`config.mk`:
```
export PLATFORM = sky130hd
export DESIGN_NAME = simon_buttons_flat
export DESIGN_NICKNAME = d
export VERILOG_FILES = /design/src/rtl/simon_pkg.sv /design/src/rtl/simon_buttons_if.sv /design/src/rtl/debounce_channel.sv /design/src/rtl/simon_buttons.sv /design/src/flat_wrapper.sv
export SDC_FILE = /design/constraint.sdc
export NUM_CORES = 1
export LEC_CHECK = 0
export CORE_MARGIN = 5
export CORE_UTILIZATION = 55
export CTS_CLUSTER_DIAMETER = 30
export DETAILED_ROUTE_END_ITERATION = 8
export GPL_ROUTABILITY_DRIVEN = 0
export PLACE_DENSITY = 0.82
export SETUP_SLACK_MARGIN = 0.4
export SLEW_MARGIN = 15
export SYNTH_ARGS = -nofsm -noshare
export SYNTH_HDL_FRONTEND = slang
export SYNTH_SLANG_ARGS = --single-unit
export TNS_END_PERCENT = 10
```
`constraint.sdc`:
```
create_clock -name clk -period 5.6 [get_ports clk]
set_input_delay 1.68 -clock clk [delete_from_list [all_inputs] [get_ports clk]]
set_output_delay 1.68 -clock clk [all_outputs]
set_load 0.01 [all_outputs]
```
`src/rtl/simon_pkg.sv`:
```
// Shared types and constants for the Simon game core and its button front end.
// Latency: none (declarations only).
// Backpressure: none.
package simon_pkg;

    localparam int NUM_BTNS            = 4;
    localparam int DEFAULT_DEBOUNCE_MS = 10;

    typedef logic [NUM_BTNS-1:0] btn_vec_t;

    typedef enum logic {
        ST_STABLE   = 1'b0,
        ST_CHANGING = 1'b1
    } deb_state_e;

    // Keeps only the lowest set bit of v, so simultaneous presses resolve to one winner.
    function automatic btn_vec_t lowest_set(input btn_vec_t v);
        btn_vec_t r;
        r = '0;
        for (int i = NUM_BTNS - 1; i >= 0; i--) begin
            if (v[i]) begin
                r    = '0;
                r[i] = 1'b1;
            end
        end
        return r;
    endfunction

endpackage

```
`src/rtl/simon_buttons_if.sv`:
```
// Button-conditioner bus: raw pins and time base in, clean levels and events out.
// Latency: none (wiring only).
// Backpressure: none; every signal is a plain level or a 1-cycle pulse.
interface simon_buttons_if
    import simon_pkg::*;
#(
    parameter int TPM_W = 16
);
    logic [TPM_W-1:0] ticks_per_milli;
    btn_vec_t         btn_raw;
    btn_vec_t         btn;
    btn_vec_t         btn_press;
    btn_vec_t         btn_release;
    logic             btn_any;

    modport master (
        output ticks_per_milli, btn_raw,
        input  btn, btn_press, btn_release, btn_any
    );

    modport slave (
        input  ticks_per_milli, btn_raw,
        output btn, btn_press, btn_release, btn_any
    );
endinterface

```
`src/rtl/debounce_channel.sv`:
```
// One button: 2-FF synchroniser, millisecond-tick debounce counter and accepted level.
// Latency: 2 sync cycles + (DEBOUNCE_MS-1)*T+1..DEBOUNCE_MS*T cycles + 1 register cycle.
// Backpressure: none; level_d_o exposes the next level so the parent can register events alongside it.
module debounce_channel
    import simon_pkg::*;
#(
    parameter int DEBOUNCE_MS = DEFAULT_DEBOUNCE_MS
) (
    input  logic clk,
    input  logic rst,
    input  logic raw_i,
    input  logic ms_tick_i,
    output logic level_o,
    output logic level_d_o
);
    localparam int             CNT_W    = $clog2(DEBOUNCE_MS + 1);
    localparam logic [CNT_W-1:0] CNT_DONE = CNT_W'(DEBOUNCE_MS);

    logic [1:0]       sync_q;
    deb_state_e       state_q, state_d;
    logic [CNT_W-1:0] cnt_q, cnt_d;
    logic             level_q, level_d;
    logic             mismatch;

    // Synchroniser, FSM state, tick counter and accepted level.
    always_ff @(posedge clk) begin
        if (rst) begin
            sync_q  <= '0;
            state_q <= ST_STABLE;
            cnt_q   <= '0;
            level_q <= 1'b0;
        end else begin
            sync_q  <= {sync_q[0], raw_i};
            state_q <= state_d;
            cnt_q   <= cnt_d;
            level_q <= level_d;
        end
    end

    // Count ticks while the synchronised pin disagrees with the level; accept once DEBOUNCE_MS ticks have passed.
    always_comb begin
        state_d  = state_q;
        cnt_d    = cnt_q;
        level_d  = level_q;
        mismatch = sync_q[1] ^ level_q;
        unique case (state_q)
            ST_STABLE: begin
                if (mismatch) begin
                    // The tick of the first mismatched cycle already counts.
                    state_d = ST_CHANGING;
                    cnt_d   = ms_tick_i ? CNT_W'(1) : '0;
                end else begin
                    cnt_d = '0;
                end
            end
            ST_CHANGING: begin
                if (!mismatch) begin
                    state_d = ST_STABLE;
                    cnt_d   = '0;
                end else if (cnt_q == CNT_DONE) begin
                    state_d = ST_STABLE;
                    cnt_d   = '0;
                    level_d = sync_q[1];
                end else if (ms_tick_i) begin
                    cnt_d = cnt_q + 1'b1;
                end
            end
            default: begin
                state_d = ST_STABLE;
                cnt_d   = '0;
            end
        endcase
    end

    assign level_o   = level_q;
    assign level_d_o = level_d;

endmodule

```
`src/rtl/simon_buttons.sv`:
```
// Simon push-button conditioner: shared ms prescaler, four debounce channels, press arbitration.
// Latency: btn, events and btn_any all update on the same edge, 1 cycle after a channel accepts.
// Backpressure: none; events are single-cycle pulses with no hold-off.
module simon_buttons
    import simon_pkg::*;
#(
    parameter int DEBOUNCE_MS = DEFAULT_DEBOUNCE_MS,
    parameter int TPM_W       = 16
) (
    input  logic           clk,
    input  logic           rst,
    simon_buttons_if.slave bus
);
    logic [TPM_W-1:0] presc_q, presc_d, presc_last;
    logic             ms_tick;
    logic             tpm_small;

    btn_vec_t btn_q, btn_d;
    btn_vec_t rise;
    btn_vec_t press_q, press_d;
    btn_vec_t release_q, release_d;
    logic     any_q, any_d;

    // Prescaler next count: wraps on the terminal count, or silently if the period shrank below it.
    always_comb begin
        tpm_small  = (bus.ticks_per_milli <= TPM_W'(1));
        presc_last = bus.ticks_per_milli - TPM_W'(1);
        ms_tick    = tpm_small || (presc_q == presc_last);
        if (tpm_small || (presc_q >= presc_last)) begin
            presc_d = '0;
        end else begin
            presc_d = presc_q + 1'b1;
        end
    end

    for (genvar g = 0; g < NUM_BTNS; g++) begin : g_chan
        debounce_channel #(
            .DEBOUNCE_MS(DEBOUNCE_MS)
        ) u_chan (
            .clk      (clk),
            .rst      (rst),
            .raw_i    (bus.btn_raw[g]),
            .ms_tick_i(ms_tick),
            .level_o  (btn_q[g]),
            .level_d_o(btn_d[g])
        );
    end

    // A press only counts when no button was already down; ties go to the lowest index.
    always_comb begin
        rise      = btn_d & ~btn_q;
        press_d   = (btn_q == '0) ? lowest_set(rise) : '0;
        release_d = btn_q & ~btn_d;
        any_d     = |btn_d;
    end

    // Prescaler and event registers, aligned with the channel level registers.
    always_ff @(posedge clk) begin
        if (rst) begin
            presc_q   <= '0;
            press_q   <= '0;
            release_q <= '0;
            any_q     <= 1'b0;
        end else begin
            presc_q   <= presc_d;
            press_q   <= press_d;
            release_q <= release_d;
            any_q     <= any_d;
        end
    end

    assign bus.btn         = btn_q;
    assign bus.btn_press   = press_q;
    assign bus.btn_release = release_q;
    assign bus.btn_any     = any_q;

endmodule

```
`src/flat_wrapper.sv`:
```
// flat-port wrapper written by rule: the top's interface ports become plain ports
module simon_buttons_flat import simon_pkg::*;
#(
    parameter int DEBOUNCE_MS = DEFAULT_DEBOUNCE_MS,
    parameter int TPM_W       = 16
)
  (clk, rst, bus_ticks_per_milli, bus_btn_raw, bus_btn, bus_btn_press, bus_btn_release, bus_btn_any);
  simon_buttons_if #(.TPM_W(TPM_W)) bus_i ();
  input  logic clk;
  input  logic rst;
  input wire logic [$bits(bus_i.ticks_per_milli)-1:0] bus_ticks_per_milli;
  input wire logic [$bits(bus_i.btn_raw)-1:0] bus_btn_raw;
  output wire logic [$bits(bus_i.btn)-1:0] bus_btn;
  output wire logic [$bits(bus_i.btn_press)-1:0] bus_btn_press;
  output wire logic [$bits(bus_i.btn_release)-1:0] bus_btn_release;
  output wire logic [$bits(bus_i.btn_any)-1:0] bus_btn_any;
  assign bus_i.ticks_per_milli = bus_ticks_per_milli;
  assign bus_i.btn_raw = bus_btn_raw;
  assign bus_btn = bus_i.btn;
  assign bus_btn_press = bus_i.btn_press;
  assign bus_btn_release = bus_i.btn_release;
  assign bus_btn_any = bus_i.btn_any;
  simon_buttons #(.DEBOUNCE_MS(DEBOUNCE_MS), .TPM_W(TPM_W)) u_core (.clk(clk), .rst(rst), .bus(bus_i));
endmodule
```
---- Word-level counts from Yosys, hierarchy flattened ----
Cells that the tools add are included.
word-level totals
  register bits after elaboration ......... 57
  logic and storage cells ................. 115
  input bits .............................. 22
  output and inout port bits .............. 13
cells by class
  reduce and logical (&&, ||, !) cells .... 9
  bitwise logic cells ..................... 13
  equality and inequality tests ........... 9
  multiplexer cells ....................... 53
  add/sub/neg operators ................... 6
  order comparisons ....................... 2
operator list
  kind                                                              number
  2-to-1 mux 4 bit                                                  16
  case mux 4 bit (2 select lines)                                   4
  2-to-1 mux 1 bit                                                  27
  adder 16 x 1 -> 16 bit (second input constant)                    1
  adder 4 x 1 -> 4 bit (second input constant)                      4
  equality test 16 bit                                              1
  equality test 4 bit (second input constant)                       4
  >= comparator 16 bit                                              1
  less-or-equal comparator 16 x 1 -> 1 bit (second input constant)  1
  subtractor 16 x 1 -> 16 bit (second input constant)               1
  != test 4 x 2 -> 1 bit (second input constant)                    3
  AND 4 bit                                                         2
  inverter 4 bit                                                    2
  case mux 1 bit (2 select lines)                                   4
  OR reduction 4 bit                                                2
  inverter 1 bit                                                    5
  OR reduction 5 bit                                                1
  zero test 4 bit                                                   1
  != test 4 x 3 -> 1 bit (second input constant)                    1
  OR reduction 2 bit                                                2
  bitwise XOR 1 bit                                                 4
  2-to-1 mux 3 bit                                                  1
  OR reduction 3 bit                                                1
  logical OR 1 bit                                                  2
  2-to-1 mux 2 bit                                                  1

---- Logic depth before layout (Yosys ltp) ----
  depth after elaboration ................. 9
  mapped depth ............................ 14
  gate-level depth less buffers ........... 12

---- Modules after synthesis ----
A second synthesis with hierarchy kept.
unflattened totals
  cell total of the unflattened synthesis .. 328
  area, all modules ....................... 3015.4 um2
by module, submodules not included
  module            area each (um2)  seq. area each (um2)  cells each  instances
  simon_buttons     1674.1           500.5                 196         1
  debounce_channel  335.3            160.2                 33          4

---- Worst setup path before layout ----
Ideal clock, no wire load.
  kind .................................... input to register
  from .................................... input port bus_ticks_per_milli[3]
  to ...................................... register u_core.presc_q[10]
  data arrival time ....................... 4.491 ns
  cell stages on the path ................. 12
  buffers on the path ..................... 1
  setup time .............................. 0.117 ns
  path slack .............................. 0.991 ns
  data required time ...................... 5.483 ns
  cell sequence ........................... or4_4 or3_1 nor2_1 nand2_1 xor2_1 ha_1 nand4_1 or3_1 a31o_2 o211ai_2 buf_2 nor2_1
on the way
  word-level cells in the longest chain between the ends .. 4
  elaborated cells on any way between the ends .. 5
  classes of those cells .................. add/sub (1); order compare (2); reduce/logical (2)
RTL lines
  what                              RTL line             text
  start, declared                   flat_wrapper.sv:11   input wire logic [$bits(bus_i.ticks_per_milli)-1:0] bus_ticks_per_milli;
  subtractor 16 x 1 -> 16 bit       simon_buttons.sv:27  presc_last = bus.ticks_per_milli - TPM_W'(1);
  >= comparator 16 bit              simon_buttons.sv:29  if (tpm_small || (presc_q >= presc_last)) begin
  logical OR 1 bit (*)              simon_buttons.sv:29
  OR reduction 2 bit (no line) (*)  --
  end signal, assigned              simon_buttons.sv:65  presc_q <= presc_d;
  end, declared                     simon_buttons.sv:14  logic [TPM_W-1:0] presc_q, presc_d, presc_last;
Every way passes the cells marked *; elsewhere a longest branch is shown, timed or not.
A chain may end at the register's enable or synchronous reset.

---- Worst setup path in the final report ----
  from .................................... input port bus_ticks_per_milli[5]
  to ...................................... register u_core.g_chan[1].u_chan.cnt_q[2]
on the way
  word-level cells in the longest chain between the ends .. 4
  elaborated cells on any way between the ends .. 5
  classes of those cells .................. add/sub (1); order compare (1); eq/ne (2); reduce/logical (1)
RTL lines
  what                                  RTL line                text
  subtractor 16 x 1 -> 16 bit           simon_buttons.sv:27
  equality test 16 bit                  simon_buttons.sv:28     ms_tick = tpm_small || (presc_q == presc_last);
  logical OR 1 bit (*)                  simon_buttons.sv:28
  != test 4 x 2 -> 1 bit (no line) (*)  --
  end signal, assigned                  debounce_channel.sv:35  cnt_q <= cnt_d;
  end, declared                         debounce_channel.sv:21  logic [CNT_W-1:0] cnt_q, cnt_d;
Marked as above.

==> results.json <==
{
  "rsz0062_at_grt": "no",
  "top_usage_layer": "met2",
  "io_pins": 35,
  "cts_max_path_buffers": 2,
  "synthArstFlopShare_pct": 0,
  "dieArea_um2": 7000,
  "r2r_slack_ns": 3.50,
  "vias_per_cell": 5.44,
  "antenna_cells": 0,
  "initialDrtViolationCount": 105,
  "vias": 2469,
  "grt_max_degree": 24,
  "cts_buffers": 9,
  "netlist_area_um2": 2980,
  "drt-total-wl_mm": 6.37,
  "hold_depth": 1,
  "cpMaxStageDelayCell": "or4_4",
  "synth_edf_count": 0,
  "clk_pin_slew_ns": 0.08,
  "report.final.setup_viol": 0,
  "drive_above_1_share_pct": 8.33,
  "hp-start": "u_core.g_chan[0].u_chan.sync_q[0]",
  "leakagePower_nw": 1.36,
  "fillers": 377,
  "nNetsFinal": 428,
  "final_cell_mix": "57 x dfxtp_1, 40 x nor2_1, 34 x clkdlybuf4s50_1",
  "rr_worst_depth": 6,
  "worst_setup_path_start_kind": "primary input",
  "grt_overflow_total": 0,
  "met1_usage_pct": 20.3,
  "antenna_found_initial": 0,
  "required_ns": 5.88,
  "cts.sinks": 57,
  "synth-main-ff-cell": "dfxtp_1",
  "slew_viol_final": 0,
  "synth_cell_type_count": 40,
  "fin_crit_sh_pct": 88.0,
  "post_cts_buffers": 0,
  "reg2reg_to": "u_core.g_chan[1].u_chan.cnt_q[2]",
  "cap_violations": 0,
  "worst_pin_slew_ns": 0.795,
  "ant_nets": 0,
  "fin_setup_tns_ns": 0,
  "fp-row-count": 26,
  "cp_num_buf_inv": 1,
  "grt_use_total_pct": 19.6,
  "grt_util_met3_pct": 6.02,
  "coreArea_um2": 5170,
  "die_x_um": 83.6,
  "layout_commonest_cell": "dfxtp_1",
  "port_buffers": 34,
  "outcome": "complete, no violations",
  "area_delta_synth_final_pct": 20.8,
  "synth_area_per_cell_um2": 8.83,
  "ir_drop_mv": 0.183,
  "cp_max_fo": 20,
  "syn_nets": 387,
  "synth_cells": 338,
  "yosysSeqAreaShare_pct": 38.3,
  "fin_crit_ns": 4.93,
  "clk_latency_ns": 0.35,
  "slowest_delay_ns": 0.51,
  "place_hpwl_mm": 4.78,
  "cts.htree.levels": 3,
  "wl_per_cell_um": 14.0,
  "yosysWarningCount": 0,
  "max_freq_ghz": 0.203,
  "grt_pass1_wl_mm": 11.0,
  "gr-usage-met2_pct": 34.9,
  "p_per_area_nw_per_um2": 232,
  "hold_class": "reg2reg",
  "crit_top_cell": "or3_1",
  "first_pass_iters": 4,
  "die_h_um": 83.6,
  "drc": 0,
  "worstSetupPathType": "in2reg",
  "min_to": "u_core.g_chan[0].u_chan.sync_q[1]",
  "hold_viol": 0,
  "critPathTopFamily": "simple AND/OR/NAND/NOR gates",
  "initial_core_util_pct": 57.7,
  "holdWs_ns": 0.445,
  "slew_headroom_pct": 46.8,
  "cts_root_buf": "clkbuf_8",
  "utilization_pct": 69.7,
  "crit_arrival_ns": 5.20,
  "r2r-start": "u_core.presc_q[14]",
  "cts_tree": "yes",
  "grt_pass1_vias": 2539,
  "ys_seq_elements": 57,
  "cp-end-kind": "flip-flop",
  "fin_skew_ns": 0.00723,
  "path_cells": "clkdlybuf4s50_1 > or4_4 > or3_1 > nor2_1 > nand2_1 > xor2_1 > ha_1 > nand4_1 > or3_1 > a2bb2oi_4 > or3_1 > a21oi_1",
  "ctsHoldBuffers": 0
}
flip-flops by register name, summed over array words and instances (netlist names):
name / flops
u_core.bus.btn_any: 1
u_core.bus.btn_press: 4
u_core.bus.btn_release: 4
u_core.g_chan.u_chan.cnt_q: 16
u_core.g_chan.u_chan.level_o: 4
u_core.g_chan.u_chan.state_q: 4
u_core.g_chan.u_chan.sync_q: 8
u_core.presc_q: 16
routing by layer:
layer	routed length [um]	part of all wire, %
met2	3320	52
met1	2530	40
met4	229	3.6
met5	0	0
met3	289	4.5
power breakdown:
part           internal, mW  leakage, nW  switching, mW
Clock                 0.168       0.0888          0.190
Sequential            0.410        0.462        0.00497
Combinational        0.0326        0.808         0.0293
Total                 0.611         1.36          0.224
kinds of logic (layout without fill, tap and decap cells):
| group | count (synthesis) | after routing | synth area share [%] |
|---|---|---|---|
| adder cells (fa/ha/maj) | 27 | 27 | 11.3 |
| multiplexers | 5 | 5 | 1.68 |
| buffers and inverters | 25 | 71 | 3.94 |
| XOR/XNOR | 30 | 30 | 8.81 |
| AND/OR/NAND/NOR | 144 | 144 | 26.0 |
| AO/OA/AOI/OAI | 50 | 50 | 10.0 |
| flip-flops | 57 | 57 | 38.3 |
cells in the mapped netlist (2+ instances only):
cell	instances	area share, %
xor2_1	15	4.4
a21o_1	4	1.0
nor2b_1	10	2.1
o21ai_0	15	2.5
xnor2_1	15	4.4
dfxtp_1	57	38
inv_1	15	1.9
or3_1	10	2.1
clkbuf_1	3	0.38
a21oi_1	19	3.2
nand4b_1	5	1.5
buf_4	4	1.0
nor2_1	40	5.0
and3b_1	4	1.2
nand3_1	13	2.2
nand2_1	22	2.8
nor4b_1	2	0.59
and3_1	4	0.84
nand4_1	4	0.84
mux2i_1	5	1.7
a211oi_1	5	1.3
nor3_1	7	1.2
nand2b_1	8	1.7
ha_1	27	11
nor4_1	7	1.5
or3b_2	4	1.2
layout make-up:
| type | instances | area (um2) | share of cell area, % |
|---|---|---|---|
| Clock inverter | 7 | 61.3 | 1.70 |
| Multi-Input combinational cell | 256 | 1750 | 48.5 |
| Clock buffer | 9 | 124 | 3.44 |
| Sequential cell | 57 | 1140 | 31.7 |
| Inverter | 15 | 56.3 | 1.56 |
| Timing Repair Buffer | 40 | 385 | 10.7 |
| Tap cell | 70 | 87.6 | 2.43 |
worst max-delay path by stage:
stage / startpoint / end / cells after the start
after floorplan: bus_ticks_per_milli[3] / u_core.presc_q[10] / 12
after global placement: bus_ticks_per_milli[5] / u_core.presc_q[10] / 13
after detailed placement: bus_ticks_per_milli[5] / u_core.presc_q[15] / 13
after CTS: bus_ticks_per_milli[5] / u_core.g_chan[2].u_chan.cnt_q[3] / 12
after global routing: bus_ticks_per_milli[6] / u_core.g_chan[3].u_chan.cnt_q[3] / 12
final: bus_ticks_per_milli[5] / u_core.g_chan[1].u_chan.cnt_q[2] / 12
per-stage QoR:
| step | std cells | cell area, um2 | worst slack [ns] | power (mW) |
|---|---|---|---|---|
| finish | 454 | 3600 | 0.673 | 0.836 |
| global route | 454 | 3600 | 0.411 | 0.875 |
| CTS | 454 | 3590 | 0.628 | 0.843 |
| detailed placement | 438 | 3390 | -0.199 | 0.485 |
| global placement | 438 | 3390 | 0.0302 | 0.482 |
| floorplan | 338 | 2980 | 0.991 | 0.455 |
timing repair:
item,CTS,global route
endpoints found under the setup margin,27,24
gates resized for setup,1,2
hold endpoints to repair,0,0
worst register-to-register path, stage by stage, from the launching register on:
cell       delay [ns]
dfxtp_1          0.34
ha_1             0.33
nand4_1          0.12
or3_1            0.45
a2bb2oi_4        0.26
or3_1            0.36
a21oi_1          0.17
Power figures use the tool's default switching activity.
